**src/rtl/sr_flag_bank_pkg.sv**
```systemverilog
// rtl/sr_flag_bank_pkg.sv - shared types and next-state helper for the set/reset flag bank
package sr_flag_bank_pkg;

  localparam int N_CH_MAX = 32;

  typedef enum logic [1:0] {
    CF_SET_WINS = 2'd0,
    CF_CLR_WINS = 2'd1,
    CF_HOLD     = 2'd2,
    CF_TOGGLE   = 2'd3
  } conflict_e;

  // Resolves one channel's next flag value; the policy only matters when set and clear collide.
  function automatic logic resolve_next(conflict_e cf, logic set_eff, logic clr, logic q);
    logic r;
    case ({set_eff, clr})
      2'b00:   r = q;
      2'b10:   r = 1'b1;
      2'b01:   r = 1'b0;
      default: begin
        case (cf)
          CF_SET_WINS: r = 1'b1;
          CF_CLR_WINS: r = 1'b0;
          CF_HOLD:     r = q;
          default:     r = ~q;
        endcase
      end
    endcase
    return r;
  endfunction

endpackage

```
**src/rtl/sr_flag_bank_if.sv**
```systemverilog
// rtl/sr_flag_bank_if.sv - request/status bundle between a flag bank and its user
interface sr_flag_bank_if #(
  parameter int N_CH = 8
);

  logic [N_CH-1:0] set_i;
  logic [N_CH-1:0] clr_i;
  logic [N_CH-1:0] mask_i;
  logic [N_CH-1:0] q_o;
  logic [N_CH-1:0] q_n_o;
  logic [N_CH-1:0] rise_o;
  logic [N_CH-1:0] ovf_o;
  logic            irq_o;

  modport master (
    output set_i, clr_i, mask_i,
    input  q_o, q_n_o, rise_o, ovf_o, irq_o
  );

  modport slave (
    input  set_i, clr_i, mask_i,
    output q_o, q_n_o, rise_o, ovf_o, irq_o
  );

endinterface

```
**src/rtl/sr_flag_bank_cell.sv**
```systemverilog
// rtl/sr_flag_bank_cell.sv - one flag channel: set qualification, state, rise pulse, overflow
module sr_flag_cell
  import sr_flag_bank_pkg::*;
#(
  parameter conflict_e CONFLICT = CF_SET_WINS,
  parameter bit        EDGE_SET = 1'b0,
  parameter bit        RST_VAL  = 1'b0
) (
  input  logic clk,
  input  logic rst,
  input  logic set_i,
  input  logic clr_i,
  output logic q_o,
  output logic q_n_o,
  output logic rise_o,
  output logic ovf_o,
  output logic q_next_o
);

  logic set_prev_q;
  logic q_q;
  logic q_n_q;
  logic rise_q;
  logic ovf_q;

  logic set_eff;
  logic q_d;
  logic rise_d;
  logic ovf_d;

  always_comb begin
    set_eff = EDGE_SET ? (set_i & ~set_prev_q) : set_i;
    q_d     = resolve_next(CONFLICT, set_eff, clr_i, q_q);
    rise_d  = q_d & ~q_q;
    // A clear always wins over overflow capture, whatever the flag conflict policy.
    ovf_d   = ~clr_i & (ovf_q | (set_eff & q_q));
  end

  // set_prev resets high so a set held through reset release is not taken as an edge.
  always_ff @(posedge clk or posedge rst) begin
    if (rst) begin
      set_prev_q <= 1'b1;
      q_q        <= RST_VAL;
      q_n_q      <= ~RST_VAL;
      rise_q     <= 1'b0;
      ovf_q      <= 1'b0;
    end else begin
      set_prev_q <= set_i;
      q_q        <= q_d;
      q_n_q      <= ~q_d;
      rise_q     <= rise_d;
      ovf_q      <= ovf_d;
    end
  end

  assign q_o      = q_q;
  assign q_n_o    = q_n_q;
  assign rise_o   = rise_q;
  assign ovf_o    = ovf_q;
  assign q_next_o = q_d;

endmodule

```
**src/rtl/sr_flag_bank.sv**
```systemverilog
// rtl/sr_flag_bank.sv - N_CH independent set/reset flags with a masked, registered interrupt
module sr_flag_bank
  import sr_flag_bank_pkg::*;
#(
  parameter int              N_CH     = 8,
  parameter int              CONFLICT = 0,
  parameter bit              EDGE_SET = 1'b0,
  parameter logic [N_CH-1:0] RST_VAL  = '0
) (
  input logic                clk,
  input logic                rst,
  sr_flag_bank_if.slave      bus
);

  localparam conflict_e CF = conflict_e'(CONFLICT[1:0]);

  logic [N_CH-1:0] q_w;
  logic [N_CH-1:0] q_n_w;
  logic [N_CH-1:0] rise_w;
  logic [N_CH-1:0] ovf_w;
  logic [N_CH-1:0] q_next_w;

  logic irq_q;
  logic irq_d;

  for (genvar g = 0; g < N_CH; g++) begin : g_cell
    sr_flag_cell #(
      .CONFLICT (CF),
      .EDGE_SET (EDGE_SET),
      .RST_VAL  (RST_VAL[g])
    ) u_cell (
      .clk      (clk),
      .rst      (rst),
      .set_i    (bus.set_i[g]),
      .clr_i    (bus.clr_i[g]),
      .q_o      (q_w[g]),
      .q_n_o    (q_n_w[g]),
      .rise_o   (rise_w[g]),
      .ovf_o    (ovf_w[g]),
      .q_next_o (q_next_w[g])
    );
  end

  // Built from the next flag state so irq_o moves on the same edge as q_o.
  always_comb begin
    irq_d = |(q_next_w & bus.mask_i);
  end

  always_ff @(posedge clk or posedge rst) begin
    if (rst) begin
      irq_q <= 1'b0;
    end else begin
      irq_q <= irq_d;
    end
  end

  assign bus.q_o    = q_w;
  assign bus.q_n_o  = q_n_w;
  assign bus.rise_o = rise_w;
  assign bus.ovf_o  = ovf_w;
  assign bus.irq_o  = irq_q;

endmodule

```
**src/flat_wrapper.sv**
```systemverilog
// flat-port wrapper written by rule: the top's interface ports become plain ports
module sr_flag_bank_flat import sr_flag_bank_pkg::*;
#(
  parameter int              N_CH     = 8,
  parameter int              CONFLICT = 0,
  parameter bit              EDGE_SET = 1'b0,
  parameter logic [N_CH-1:0] RST_VAL  = '0
)
  (clk, rst, bus_set_i, bus_clr_i, bus_mask_i, bus_q_o, bus_q_n_o, bus_rise_o, bus_ovf_o, bus_irq_o);
  sr_flag_bank_if #(.N_CH(N_CH)) bus_i ();
  input logic clk;
  input logic rst;
  input wire logic [$bits(bus_i.set_i)-1:0] bus_set_i;
  input wire logic [$bits(bus_i.clr_i)-1:0] bus_clr_i;
  input wire logic [$bits(bus_i.mask_i)-1:0] bus_mask_i;
  output wire logic [$bits(bus_i.q_o)-1:0] bus_q_o;
  output wire logic [$bits(bus_i.q_n_o)-1:0] bus_q_n_o;
  output wire logic [$bits(bus_i.rise_o)-1:0] bus_rise_o;
  output wire logic [$bits(bus_i.ovf_o)-1:0] bus_ovf_o;
  output wire logic [$bits(bus_i.irq_o)-1:0] bus_irq_o;
  assign bus_i.set_i = bus_set_i;
  assign bus_i.clr_i = bus_clr_i;
  assign bus_i.mask_i = bus_mask_i;
  assign bus_q_o = bus_i.q_o;
  assign bus_q_n_o = bus_i.q_n_o;
  assign bus_rise_o = bus_i.rise_o;
  assign bus_ovf_o = bus_i.ovf_o;
  assign bus_irq_o = bus_i.irq_o;
  sr_flag_bank #(.N_CH(N_CH), .CONFLICT(CONFLICT), .EDGE_SET(EDGE_SET), .RST_VAL(RST_VAL)) u_core (.clk(clk), .rst(rst), .bus(bus_i));
endmodule
```
**config.mk**
```make
export PLATFORM = sky130hd
export DESIGN_NAME = sr_flag_bank_flat
export DESIGN_NICKNAME = d
export VERILOG_FILES = /design/src/rtl/sr_flag_bank_pkg.sv /design/src/rtl/sr_flag_bank_if.sv /design/src/rtl/sr_flag_bank_cell.sv /design/src/rtl/sr_flag_bank.sv /design/src/flat_wrapper.sv
export SDC_FILE = /design/constraint.sdc
export NUM_CORES = 1
export LEC_CHECK = 0
export BUFFER_PORTS_ARGS = -buffer_cell sky130_fd_sc_hd__clkbuf_2
export CAP_MARGIN = 15
export CORE_AREA = 2 2 80 44
export DETAILED_ROUTE_END_ITERATION = 10
export DIE_AREA = 0 0 82 46
export HOLD_SLACK_MARGIN = 0.02
export PLACE_DENSITY_LB_ADDON = 0.3
export SLEW_MARGIN = 20
export SYNTH_ARGS = -nofsm -noshare
export SYNTH_HDL_FRONTEND = slang
export SYNTH_SLANG_ARGS = --single-unit
```
**constraint.sdc**
```tcl
create_clock -name clk -period 1.5 [get_ports clk]
set_clock_uncertainty 0.1 [all_clocks]
set_input_delay 0.15 -clock clk [delete_from_list [all_inputs] [get_ports clk]]
set_output_delay 0.15 -clock clk [all_outputs]
set_load 0.01 [all_outputs]
```
==> out/qor.yml <==
run_status:
  status: "completed"
detailed_routing:
  initialDrtViolationCount: 23
  antenna_violating_nets_post_route: 0
  dr_pass1_iterations: 4
  postRouteWirelength_um: 2379
  routed_wire_length_per_instance_um: 11.27
  detail_route.vias_per_cell: 4.194
  dr_total_vias: 885
  drcViolationCount: 0
clock_tree:
  clk-insertion-delay-late_ns: 0.27
  cts_buffers: 5
  clock-root-buffer: "sky130_fd_sc_hd__clkbuf_8"
  tritoncts: "yes"
  maximum_root_to_sink_buffer_count: 2
  total_number_of_clock_tree_sinks: 33
  clkSlewWorstSetupHoldPaths_ns: 0.06
  ctsHtreeMaxLevel: 2
synth:
  syn_nets: 145
  ys_types: 10
  synth-seq-cells: 33
  yosysSeqAreaShare_pct: 61.62
  yosys_warn_count: 0
  syn_area_per_cell_um2: 11.40
  synthCells: 119
  synth.cell_area_mm2: 0.001356
floorplanning:
  floorplan.die_area_mm2: 0.003772
  placeable_core_region_mm2: 0.003153
  dieHeight_um: 46
  ioPinCount: 59
  core.rowCount: 15
  initial_core_util_pct: 43.02
  die_width_um: 82
sta:
  setup-violations-final: 0
  least_margin_pin_slew_ns: 0.3967
  rsz0062_at_grt: "no"
  final_min_period_over_clock_period_pct: 88.68
  tns_ns: 0
  number_of_failing_hold_endpoints_at_the_final_stage: 0
  timing.final.max_slew_violations: 0
  normalized_max_slew_margin_pct: 73.55
  period_needed_ns: 1.330
  fmaxAchievable_ghz: 0.7518
pwr:
  p_sw_share_pct: 23.21
  sequentialPowerShare_pct: 50.9
  vdd.ir_drop.worst_mv: 0.5594
  p_comb_share_pct: 12.6
  power.internal_uw: 1493
  reported_net_switching_power_uw: 451.2
  clk_network_pwr_share_pct: 36.5
  leakage_uw: 0.0009583
  p_per_area_mw_per_mm2: 1132
  finalPower_uw: 1944
global_routing:
  groute.layer.met2.usage_pct: 22.44
  grt_usage_pct: 13.88
  grt_overflow_total: 0
  use_met1_pct: 16.10
  grt_start_max_net_pins: 34
  grt_antenna_before_repair: 0
  gr-max-usage-layer: "met2"
  use_met3_pct: 5.952
  grt_pass1_wl_um: 3588
  first_global_vias: 847
placement:
  routabilityCongestion: 0.6975
  place_hpwl_um: 1689
  count_of_buffers_from_port_buffering: 58
cells_and_area:
  final_layout_size_suffix_gt1_share_pct: 44.38
  commonest_non_fill_non_tap_cell_in_the_layout: "sky130_fd_sc_hd__clkbuf_2"
  layout_common_cells: "58 x sky130_fd_sc_hd__clkbuf_2, 25 x sky130_fd_sc_hd__dfrtp_1, 17 x sky130_fd_sc_hd__inv_1, 15 x sky130_fd_sc_hd__dlygate4sd3_1"
  finish.net_count: 194
  flow.area_growth_from_synthesis_pct: 26.66
  diodes: 0
  fillCellCount: 297
worst_setup_path:
  worstPathArrival_ns: 1.37
  cp_max_fo: 3
  timing.critical_path.from_type: "input port"
  cp-end-kind: "flip-flop"
  criticalPathCategory: "in2reg"
  required_arrival_time_at_the_worst_endpoint_ns: 1.54
min_path:
  worstHoldPathType: "in2reg"
flow_run:
  drv_cap: 0
flip-flops by register name, indices dropped and copies added, names as in the netlist:
| name | count |
|---|---|
| u_core.g_cell.u_cell.q_n_o | 8 |
| u_core.g_cell.u_cell.q_o | 8 |
| u_core.bus.irq_o | 1 |
| u_core.g_cell.u_cell.ovf_o | 8 |
| u_core.g_cell.u_cell.rise_o | 8 |
metrics by stage:
| stage | instances | hold WS (ns) | setup WS, ns | area [µm²] | util (%) |
|---|---|---|---|---|---|
| finish | 211 | 0.02871 | 0.1699 | 1718 | 54.48 |
| detailed placement | 188 | 0.1485 | 0.3159 | 1466 | 46.51 |
| global route | 211 | 0.02628 | 0.08279 | 1718 | 54.48 |
| floorplan | 119 | 0.1164 | 0.4470 | 1356 | - |
| CTS | 210 | 0.02138 | 0.1787 | 1708 | 54.17 |
| global placement | 188 | 0.1377 | 0.3518 | 1466 | 46.51 |
cell type report:
class	count	area [µm²]	share of cell area, %
clock buffers	7	96.34	5.608
clock inverters	1	5.005	0.2913
inverters	17	63.81	3.714
multi-input cells	37	216.5	12.60
flip-flops and latches	33	835.8	48.65
well taps	42	52.55	3.059
repair buffers	74	447.9	26.07
power groups by stage:
stage,Sequential (µW),Combinational (µW),Clock [µW]
after floorplan,997,181,0
after global placement,1000,214,0
after detailed placement,1000,217,0
after CTS,989,246,743
after global routing,996,274,783
final,990,244,710
kinds of logic after synthesis:
kind of cell           after synthesis  share of synthesized area, %
AND/OR/NAND/NOR                     17                         6.366
buffers and inverters               49                         22.42
flip-flops                          33                         61.62
AO/OA/AOI/OAI                       20                         9.594
cells in the mapped netlist (all sizes together):
master / number / area share, %
a21o: 8 / 4.4
a21oi: 8 / 3.0
a22oi: 4 / 2.2
buf: 32 / 18
dfrtp: 25 / 46
dfstp: 8 / 15
inv: 17 / 4.7
nand4: 1 / 0.46
nor2: 8 / 2.2
nor2b: 8 / 3.7
routing by layer:
metal | vias to the layer above | part of all wire, %
li1 | 434 | -
met1 | 404 | 46
met2 | 42 | 43
met3 | 5 | 9.5
met4 | 0 | 1.2
met5 | - | 0
what timing repair did:
item / in CTS / in global routing
endpoints found under the setup margin: 0 / 0
hold buffers: 14 / 1
gates resized for setup: 0 / 0
hold endpoints to repair: 38 / 1
setup buffers: 0 / 0
critical path, stage by stage:
cell and delay [ns]:
sky130_fd_sc_hd__dlygate4sd3_1 0.52, sky130_fd_sc_hd__clkbuf_2 0.12, sky130_fd_sc_hd__inv_1 0.04, sky130_fd_sc_hd__a21o_1 0.19, sky130_fd_sc_hd__a22oi_1 0.24, sky130_fd_sc_hd__nand4_1 0.11
path summary, 6_finish.rpt:
| path | startpoint | to | slack, ns | cells after the start |
|---|---|---|---|---|
| max | bus_clr_i[3] | u_core.bus.irq_o | 0.17 | 6 |
| min | bus_set_i[4] | u_core.g_cell[4].u_cell.rise_o | 0.03 | 2 |
| min reg2reg | u_core.g_cell[0].u_cell.q_o | u_core.g_cell[0].u_cell.rise_o | 0.38 | 1 |
| max in group asynchronous | rst | u_core.g_cell[2].u_cell.q_n_o | 0.59 | 4 |
| max reg2reg | u_core.g_cell[3].u_cell.q_o | u_core.bus.irq_o | 0.32 | 3 |
| min in group asynchronous | rst | u_core.g_cell[0].u_cell.rise_o | 0.39 | 4 |
Power figures use the tool's default switching activity.
